### src/rtl/vram_arbiter.sv
// Single-port framebuffer arbiter: display reads have absolute priority, and
// game accesses alternate with the clear/fill engine whenever they contend.
module vram_arbiter #(
  parameter int PIXELS = 76800
) (
  input  logic        clock,
  input  logic        reset,
  input  logic        disp_req,
  input  logic [18:0] disp_address,
  output logic        disp_valid,
  output logic [2:0]  disp_data,
  input  logic        game_req,
  input  logic        game_we,
  input  logic [18:0] game_address,
  input  logic [2:0]  game_wdata,
  output logic        game_ack,
  output logic        game_rvalid,
  output logic [2:0]  game_rdata,
  input  logic        fill_start,
  input  logic [2:0]  fill_color,
  output logic        fill_busy,
  output logic        fill_done,
  output logic [18:0] ram_address,
  output logic        ram_write_enabled,
  output logic [2:0]  ram_write_data,
  input  logic [2:0]  ram_read_data
);

  localparam logic [18:0] PIX  = 19'(PIXELS);
  localparam logic [18:0] LAST = 19'(PIXELS - 1);

  typedef enum logic [1:0] {IDLE, FILL, DONE} fill_state_t;
  typedef enum logic [1:0] {OWN_NONE, OWN_DISP, OWN_GAME, OWN_FILL} owner_t;

  fill_state_t state;
  owner_t      owner;
  logic [18:0] counter;
  logic [2:0]  color;
  logic        last_fill;   // previous non-display grant went to the fill engine
  logic        rvalid_q;
  logic        rd_oob_q;
  logic        dvalid_q;
  logic        game_in_range;

  assign game_in_range = game_address < PIX;

  // NOTE: every always_comb output gets a default first so no path can infer a latch.
  always_comb begin
    owner = OWN_NONE;
    if (reset)
      owner = OWN_NONE;
    else if (disp_req)
      owner = OWN_DISP;
    else if (game_req && (state != FILL || last_fill))
      owner = OWN_GAME;
    else if (state == FILL)
      owner = OWN_FILL;
  end

  always_comb begin
    ram_address       = '0;
    ram_write_enabled = 1'b0;
    ram_write_data    = '0;
    case (owner)
      OWN_DISP: ram_address = disp_address;
      OWN_GAME: begin
        ram_address       = game_address;
        ram_write_enabled = game_we && game_in_range;
        ram_write_data    = game_wdata;
      end
      OWN_FILL: begin
        ram_address       = counter;
        ram_write_enabled = 1'b1;
        ram_write_data    = color;
      end
      default: ;
    endcase
  end

  // Status and return paths are forced low for the whole reset window,
  // including the first reset cycle before the registers have cleared.
  assign game_ack    = (owner == OWN_GAME);
  assign fill_busy   = !reset && (state == FILL);
  assign fill_done   = !reset && (state == DONE);
  assign game_rvalid = !reset && rvalid_q;
  assign game_rdata  = (game_rvalid && !rd_oob_q) ? ram_read_data : 3'b000;
  assign disp_valid  = !reset && dvalid_q;
  assign disp_data   = disp_valid ? ram_read_data : 3'b000;

  // NOTE: sequential state uses non-blocking assignments so every register samples pre-edge values.
  always_ff @(posedge clock) begin
    if (reset) begin
      state     <= IDLE;
      counter   <= '0;
      color     <= '0;
      last_fill <= 1'b0;
      rvalid_q  <= 1'b0;
      rd_oob_q  <= 1'b0;
      dvalid_q  <= 1'b0;
    end else begin
      dvalid_q <= (owner == OWN_DISP);
      rvalid_q <= (owner == OWN_GAME) && !game_we;
      rd_oob_q <= !game_in_range;

      if (owner == OWN_GAME)
        last_fill <= 1'b0;
      else if (owner == OWN_FILL)
        last_fill <= 1'b1;

      case (state)
        IDLE: begin
          if (fill_start) begin
            color   <= fill_color;
            counter <= '0;
            state   <= FILL;
          end
        end
        FILL: begin
          if (owner == OWN_FILL) begin
            if (counter == LAST)
              state <= DONE;
            else
              counter <= counter + 19'd1;
          end
        end
        DONE:    state <= IDLE;
        default: state <= IDLE;
      endcase
    end
  end

endmodule

### config.mk
export PLATFORM = sky130hd
export DESIGN_NAME = vram_arbiter
export DESIGN_NICKNAME = d
export VERILOG_FILES = /design/src/rtl/vram_arbiter.sv
export SDC_FILE = /design/constraint.sdc
export NUM_CORES = 1
export LEC_CHECK = 0
export BUFFER_PORTS_ARGS = -buffer_cell sky130_fd_sc_hd__buf_2
export CORE_MARGIN = 10
export CORE_UTILIZATION = 42
export DETAILED_ROUTE_END_ITERATION = 8
export MAX_ROUTING_LAYER = met4
export PLACE_DENSITY = 0.83
export SLEW_MARGIN = 5
export SYNTH_ARGS = -nofsm -noshare
export SYNTH_HDL_FRONTEND = slang
export SYNTH_SLANG_ARGS = --single-unit
### constraint.sdc
create_clock -name clock -period 2.1 [get_ports clock]
set_input_delay 0.525 -clock clock [delete_from_list [all_inputs] [get_ports clock]]
set_output_delay 0.525 -clock clock [all_outputs]
set_load 0.01 [all_outputs]
==> results of run 1 <==
[registers in the layout (all words and copies together), names as in the netlist]
register   cells
color          3
dvalid_q       1
state          2
counter       19
rvalid_q       1
last_fill      1
rd_oob_q       1
[cells by family (layout without fill, tap and decap cells)]
family / count (synthesis) / after routing / synth area share
AOI/OAI and AO/OA: 71 / 72 / 0.287
adders and majority gates: 1 / 1 / 0.00662
buffers and inverters: 40 / 156 / 0.0993
DFF: 28 / 28 / 0.297
muxes: 3 / 3 / 0.0159
and+or+nand+nor: 98 / 98 / 0.294
[power groups by stage]
stage          combinational [uW]  sequential (uW)  clock, uW
2_1_floorplan                 167              559          0
3_3_place_gp                  301              560          0
3_5_place_dp                  307              560          0
4_1_cts                       327              550        341
5_1_grt                       392              552        353
6_report                      367              551        346
[layout make-up]
cell class | count | area [um^2]
clock buffers | 4 | 55.1
fillers | 315 | 1480
inverters | 19 | 71.3
multi-input cells | 174 | 1250
flip-flops and latches | 28 | 568
well taps | 52 | 65.1
repair buffers | 133 | 870
[worst reg2reg max path, stage by stage (launching register included)]
cell and delay (ns):
dfxtp_2 0.33, or4bb_1 0.50, or4_4 0.54, o22ai_4 0.18
buf_6 0.17, buf_6 0.10, nor3b_2 0.03, o21a_1 0.15
[through the flow]
step	power, uW	hold WS, ns	instance area (um^2)	cells	TNS [ns]
final	1260	0.411	2880	410	-3.00
after global routing	1300	0.425	2880	410	-4.35
after CTS	1220	0.416	2740	406	-2.76
after detailed placement	868	0.496	2610	401	-0.973
after global placement	861	0.475	2610	401	-0.561
after floorplan	726	0.461	1900	241	0
[repair_timing]
action	in CTS	in global routing
resized for setup	13	28
gates cloned	1	1
pin swaps	16	28
hold buffers	0	0
setup endpoints to repair	27	34
setup buffers	0	4
[final timing paths]
check | startpoint | endpoint | depth (start not counted)
setup / recovery | state[1]$_SDFFE_PP0P_ | ram_address[2] | 6
setup reg to reg | counter[10]$_SDFFE_PP0P_ | counter[14]$_SDFFE_PP0P_ | 7
hold reg to reg | color[2]$_SDFFE_PP0P_ | color[2]$_SDFFE_PP0P_ | 2
hold / removal | game_we | rvalid_q$_SDFF_PP0_ | 2
[layout by cell type (no fill, tap or decap), drive strengths merged, types with 4 or more instances in the layout]
master,Yosys,routed
inv,19,19
o21a,4,4
and2,9,9
nor3,7,7
dfxtp,28,28
nand4,6,6
a222oi,19,19
nand2,15,15
a21oi,16,16
or4,4,4
nand3,9,9
clkbuf,14,4
nor2b,7,7
buf,7,133
nor4,4,4
o21ai,11,11
nor2,19,19
nand2b,4,4
[per-layer routing]
layer  part of all wire  GRT usage  vias to the layer above
met5                  0          -                        -
met2               0.48      0.325                      177
li1                   -          -                     1152
met4              0.021     0.0574                        0
met1               0.40      0.217                     1217
met3               0.10     0.0449                       21
==> run metrics, run 1 <==
Cell Pwr Density 440 mW/mm^2; number of enable flip-flop cells after synthesis 0; fin util 0.661; slowest CP cell a222oi_1; Slew HR 0.769; Post-synth ARST share 0; maximum clock frequency 431 MHz; GRT overflow 0; Die Y 87.1 um; Total GRT Usage 0.191; DRT Wirelength 7950 um; Clock Latency Late Sink 0.28 ns; Core Area 0.00435 mm^2; syn_nets 295; Cell Area, Synth 0.00189 mm^2; Tmin final 2.32 ns; FP Rows 24; period utilization 1.10; DR iter-0 viols 364; Nets 413; Setup CP Type flip-flop to primary output; drt pass-1 iters 7; most numerous cell in the Yosys netlist dfxtp_1; Final Hold Viols 0; Comb power frac 0.290; P_int 890 uW; initial antenna violation count 0; clock sink count 28; clk root buf clkbuf_8; DR DRC count 0; Area Growth Syn to Fin 52.3%; crit start category flip-flop; Post-synth top flop dfxtp_1; via count 2,567; r2r setup slk 0 ns; first-pass GRT wire length 11,800 um; fin. max-slew vios 0; clock power share 0.274; CTS HTree Levels 1; run status complete, but fails checks; Synth warnings 0; post-DR vias/cell 6.26; sequential share of the synthesized area 0.297; worst slack at placement -0.219 ns; gpl congestion 0.953; Cell variety after synth 55; Port Buffers 86; Synth area leaders dfxtp_1, a222oi_1, a21oi_1; Top delay family on crit path compound AO/OA/AOI/OAI gates; max incr delay on CP 0.37 ns; final clock skew 0.00405 ns; NetSw 374 uW; clock buffer count from CTS 3; hpwl dp 5600 um; # diodes 0; crit path DAT 1.79 ns; Setup-failing EPs final 23; Synth Register Bits 28; antenna viol nets, final 0; most frequent cells after synthesis dfxtp_1, a222oi_1, inv_1, nor2_1, a21oi_1; HP Class input port to flip-flop; leakage power 0.00138 uW; Max FO, Critical Path 11; clock buffer depth 2; Starting Density 0.434; share of layout cells above drive strength 1 0.486; CTS tree built; CP cell instances nand2b_4 > o211a_4 > buf_16 > a222oi_1 > inv_1 > buf_2; Crit. End Element primary output; switching share of power 0.296; actual slew at the worst max-slew pin 0.346 ns; Post-Synthesis Cells 241; Clock transition at path regs 0.10 ns; unrepaired setup endpoints after global routing yes; vias in the first global route 2,380; Buf/Inv on CP 3; routed length per instance 19.4 um; Yosys top cell area share 0.297; Die X 87.1 um; maximum vdd drop 0.000253 V; Reg power frac 0.436; failing checks negative setup slack; maxcap violations 0; Boundary Pins 87; final worst slack -0.220 ns; die area 0.00758 mm^2; largest net degree at the start of global routing 26; Yosys top cell by area dfxtp_1; Avg Cell Area, Syn 7.84 um^2; data required time of the critical path 1.57 ns
Note: power is estimated with default switching activity, not from simulation.
==> inputs of run 2 (changes only) <==
Settings changed: CORE_ASPECT_RATIO set to 2.
==> run 2 against run 1 <==
Against the previous run: die area is 2.1% higher; via count is 1.4% lower; global-route usage up 0.88 points; clock power shrank 1%; the flow still finishes with violations (negative setup slack); critical path depth unchanged; utilization increased by 3.6 points; largest power group unchanged; clock skew rose by 0.0023 ns; routed wire length up 5.8%.
==> run metrics, run 2 (same netlist as run 1, synthesis figures left out) <==
antenna viol nets, final 0 (unchanged); Comb power frac 0.302 (+0.012); clock power share 0.267 (-0.007); Inst Count DP 404 (+0.75%); switching share of power 0.293 (-0.00327); data required time of the critical path 1.57 ns (about the same); first-pass GRT wire length 12,000 um (+2.0%); DR iter-0 viols 232 (-36%); NetSw 374 uW (-0.13%); post-DR vias/cell 6.00 (-4.2%); fin cells 422 (+2.9%); share of layout cells above drive strength 1 0.511 (+0.0248); CTS HTree Levels 1 (unchanged); Final Hold Viols 0 (unchanged); Crit. End Element primary output; clock sink count 28 (unchanged); fillcell total 324 (+2.9%); final worst slack -0.184 ns (+0.0356 ns); Port Buffers 86 (unchanged); actual slew at the worst max-slew pin 0.363 ns (+0.0163 ns); maximum clock frequency 438 MHz (+1.6%); GRT overflow 0 (unchanged); clock buffer count from CTS 3 (unchanged); vias in the first global route 2,501 (+5.1%); maxcap violations 0 (unchanged); Reg2Reg Launch Point counter[18]$_SDFFE_PP0P_; Die X 67.4 um (-23%); DR DRC count 0 (unchanged); Clock transition at path regs 0.10 ns (about the same); Top Registers counter (19), color (3), state (2); clock buffer depth 2 (unchanged); hpwl dp 6100 um (+8.9%); hold endpoint rvalid_q$_SDFF_PP0_; r2r setup slk -0.04 ns (-0.04 ns); Area Growth Syn to Fin 59.9%; R2R cell count 7 (unchanged); Total GRT Usage 0.200 (+0.00879); Max FO, Critical Path 12 (+1); final design area excluding fillers 0.00302 mm^2 (+5.0%); max FFs per register 19 (unchanged); Tmin final 2.28 ns (-0.0356 ns); final clock skew 0.00639 ns (+0.00234 ns); Nets 423 (+2.4%); # diodes 0 (unchanged); Reg power frac 0.431 (-0.005); routed length per instance 19.9 um (+2.8%); crit path DAT 1.76 ns (-0.03 ns); Storage cell area 569 um^2 (+0.22%); period utilization 1.09 (-0.0169); via count 2,532 (-1.4%); failing checks negative setup slack; Setup-failing EPs final 21 (-8.7%); Core Area 0.00434 mm^2 (-0.34%); fin util 0.696 (+0.0357); Slew HR 0.756 (-0.0129); unrepaired setup endpoints after global routing yes; hold depth 2 (unchanged); HP Class input port to flip-flop; CTS tree built; Die Y 115 um (+32%); Cell Pwr Density 423 mW/mm^2 (-3.9%); drt pass-1 iters 7 (unchanged); Boundary Pins 87 (unchanged); Clock Latency Late Sink 0.28 ns (about the same); commonest cells after routing, fill and taps aside buf_2, buf_4, dfxtp_1; die area 0.00774 mm^2 (+2.1%); run status complete, but fails checks; Top reg by flops counter; Critical R2R Capture counter[11]$_SDFFE_PP0P_; P_int 903 uW (+1.5%); maximum vdd drop 0.000401 V (+58%); DRT Wirelength 8410 um (+5.8%); Cell Area, Placed 0.00262 mm^2 (+0.38%); clk root buf clkbuf_8; gpl congestion 0.949 (-0.39%); leakage power 0.00146 uW (+6.1%); Starting Density 0.435 (+0.00150); area of the multi-input gates 0.00129 mm^2 (+3.1%); Setup CP Type flip-flop to primary output; Hold Path Origin game_we; largest net degree at the start of global routing 26 (unchanged); crit start category flip-flop; fin. max-slew vios 0 (unchanged); most common library cell in the layout ignoring fill and taps buf_2; FP Rows 34 (+42%); Fin Hold WS 0.404 ns (-0.00771 ns); initial antenna violation count 0 (unchanged)
-- run 2: changes by cell type in the layout (fill, tap and decap cells not counted), sizes merged --
cell / before / now
clkbuf: 4 / 5
buf: 133 / 142
-- run 2: what timing repair did --
action,in CTS,in global routing
pin swaps,9,28
cloned,3,1
endpoints found under the hold margin,0,0
resized for setup,28,29
endpoints found under the setup margin,33,39
hold buffers,0,0
setup buffers,2,8
-- run 2: metal layers --
| layer | track usage | wire length [um] | vias up |
|---|---|---|---|
| met2 | 0.367 | 4490 | 132 |
| met1 | 0.189 | 2910 | 1206 |
| met5 | - | 0 | - |
| met3 | 0.0263 | 679 | 25 |
| li1 | - | - | 1169 |
| met4 | 0.113 | 325 | 0 |
-- run 2: per-stage QoR --
step           setup slack (ns)  TNS (ns)  power [uW]
3_3_place_gp             -0.240    -0.658         864
6_report                 -0.184     -2.41        1280
5_1_grt                  -0.245     -4.24        1330
3_5_place_dp             -0.249     -1.26         871
2_1_floorplan            0.0162         0         726
4_1_cts                  -0.152     -2.53        1250
-- run 2: area by class of cell --
| type | count | area share |
|---|---|---|
| repair buffers | 143 | 0.322 |
| clock buffers | 4 | 0.0182 |
| well taps | 54 | 0.0224 |
| inverters | 19 | 0.0236 |
| flip-flops and latches | 28 | 0.188 |
| multi-input cells | 174 | 0.426 |
-- run 2: how the worst max path moves through the flow --
stage	cells past startpoint	to	startpoint
final	6	ram_address[11]	state[1]$_SDFFE_PP0P_
after global routing	7	ram_write_enabled	game_address[12]
after CTS	6	ram_address[11]	state[1]$_SDFFE_PP0P_
after detailed placement	7	ram_write_enabled	game_address[10]
after global placement	7	ram_write_enabled	game_address[10]
after floorplan	7	ram_address[0]	state[0]$_SDFFE_PP0P_
-- run 2: power groups by stage --
stage / registers [uW] / clock network (uW) / logic, uW
after detailed placement: 560 / 0 / 311
after floorplan: 559 / 0 / 167
after global placement: 560 / 0 / 304
after global routing: 552 / 366 / 411
final: 550 / 341 / 385
after CTS: 550 / 344 / 353
-- run 2: worst max-delay path, stage by stage, from the launching register on --
cell and delay [ns]:
dfxtp_2 0.34, nand2b_4 0.14, o211a_4 0.26, buf_12 0.15, a222oi_1 0.34, inv_1 0.09
buf_2 0.15
==> inputs of run 3 (changes only) <==
Settings changed: CORE_MARGIN 10 to 5.
==> run 3 against run 2 <==
Against the previous run: the flow still finishes with violations (negative setup slack); maximum frequency down 6.1%; setup slack got worse by 0.15 ns; final cell count grew 0.47%; routed wire length up 8.9%; global-route usage is 6.1 points higher; sequential power about the same; power up 2.2%.
==> run metrics, run 3 (same netlist as run 1, synthesis figures left out) <==
run status complete, but fails checks; failing checks negative setup slack; Inst Count DP 406 (+0.50%); Die X 57.4 um (-15%); Cell Pwr Density 423 mW/mm^2 (about the same); die area 0.00602 mm^2 (-22%); clock buffer depth 2 (unchanged); final worst slack -0.332 ns (-0.148 ns); Top Registers counter (19), color (3), state (2); worst setup path end ram_address[17]; Tmin final 2.43 ns (+0.148 ns); largest net degree at the start of global routing 19 (-27%); clk root buf clkbuf_8; Area Growth Syn to Fin 63.4%; crit start category flip-flop; post-DR vias/cell 6.40 (+6.6%); via count 2,712 (+7.1%); Clock Latency Late Sink 0.28 ns (about the same); clock buffer count from CTS 3 (unchanged); share of layout cells above drive strength 1 0.538 (+0.0270); Setup-failing EPs final 32 (+52%); Max FO, Critical Path 12 (unchanged); fin cells 424 (+0.47%); # diodes 0 (unchanged); most common library cell in the layout ignoring fill and taps buf_2; Nets 425 (+0.47%); Core Area 0.00434 mm^2 (unchanged); CTS HTree Levels 1 (unchanged); clock sink count 28 (unchanged); data required time of the critical path 1.57 ns (about the same); hold_buf cts 0 (unchanged); FP Rows 34 (unchanged); maximum vdd drop 0.000346 V (-14%); Total GRT Usage 0.261 (+0.0613); Top reg by flops counter; maxcap violations 0 (unchanged); Starting Density 0.435 (unchanged); Hold Path Origin game_we; Boundary Pins 87 (unchanged); period utilization 1.16 (+0.0702); HP Class input port to flip-flop; Cell Area, Placed 0.00265 mm^2 (+1.1%); first-pass GRT wire length 12,200 um (+1.4%); Reg2Reg Launch Point counter[16]$_SDFFE_PP0P_; maximum clock frequency 411 MHz (-6.1%); R2R cell count 7 (unchanged); antenna viol nets, final 0 (unchanged); Setup CP Type flip-flop to primary output; Port Buffers 86 (unchanged); Clock transition at path regs 0.10 ns (about the same); Slew HR 0.725 (-0.0308); Setup crit start state[1]$_SDFFE_PP0P_; max FFs per register 19 (unchanged); Die Y 105 um (-8.7%); gpl congestion 0.964 (+1.6%); r2r setup slk -0.09 ns (-0.05 ns); final design area excluding fillers 0.00309 mm^2 (+2.2%); fillcell total 285 (-12%); Crit. End Element primary output; hpwl dp 5620 um (-7.8%); GRT overflow 0 (unchanged); DRT Wirelength 9160 um (+8.9%); routed length per instance 21.6 um (+8.4%); commonest cells after routing, fill and taps aside buf_2, buf_4, dfxtp_1; actual slew at the worst max-slew pin 0.412 ns (+0.0492 ns); vias in the first global route 2,535 (+1.4%); drt pass-1 iters 7 (unchanged); DR iter-0 viols 317 (+37%); fin. max-slew vios 0 (unchanged); initial antenna violation count 0 (unchanged); DR DRC count 0 (unchanged); crit path DAT 1.91 ns (+0.15 ns); Critical R2R Capture counter[18]$_SDFFE_PP0P_; final clock skew 0.00766 ns (+0.00127 ns); CTS tree built; worst slack at placement -0.313 ns (-0.0644 ns); leakage power 0.00145 uW (-0.71%); Final Hold Viols 0 (unchanged); unrepaired setup endpoints after global routing yes
[run 3: critical path, cell delays in order (launching register included)]
cell and delay, ns:
dfxtp_2 0.33, nand2b_4 0.14, o211a_4 0.29, buf_12 0.16
a222oi_1 0.42, inv_1 0.12, buf_2 0.16
[run 3: where the power goes]
group / total (uW) / internal, uW / switching [uW]
clock: 341 / 168 / 173
combinational: 413 / 198 / 216
sequential: 551 / 543 / 8.66
total: 1310 / 909 / 397
[run 3: metal layers]
metal  GRT usage  vias to the layer above  share of wire
met4       0.182                        0          0.068
met2       0.464                      220           0.54
met5           -                        -              0
li1            -                     1169              -
met3      0.0370                       56          0.083
met1       0.245                     1267           0.31
[run 3: how the worst min path moves through the flow]
stage                             to  cells after the start
6_report         rvalid_q$_SDFF_PP0_                      2
5_1_grt          rvalid_q$_SDFF_PP0_                      2
4_1_cts          rvalid_q$_SDFF_PP0_                      2
3_5_place_dp   color[2]$_SDFFE_PP0P_                      2
3_3_place_gp   color[0]$_SDFFE_PP0P_                      2
2_1_floorplan  color[0]$_SDFFE_PP0P_                      2
[run 3: what timing repair did]
action / in CTS / in global routing
pin swaps: 30 / 22
setup endpoints to repair: 29 / 42
gates cloned: 3 / 0
setup buffers: 4 / 7
resized for setup: 15 / 47
[run 3: area by class of cell]
class                           instances  area [um^2]  area share
Tap cell                               54         67.6      0.0219
Timing Repair Buffer                  145          993       0.322
Clock buffer                            4         55.1      0.0178
Sequential cell                        28          566       0.183
Multi-Input combinational cell        174         1330       0.432
Inverter                               19         71.3      0.0231
[run 3: per-stage QoR]
step | TNS (ns) | power (uW) | hold WS [ns] | util
floorplan | 0 | 726 | 0.461 | -
global placement | -0.480 | 866 | 0.474 | 0.610
detailed placement | -1.22 | 875 | 0.497 | 0.610
finish | -4.06 | 1310 | 0.423 | 0.711
CTS | -2.77 | 1250 | 0.405 | 0.657
global route | -6.02 | 1350 | 0.407 | 0.711
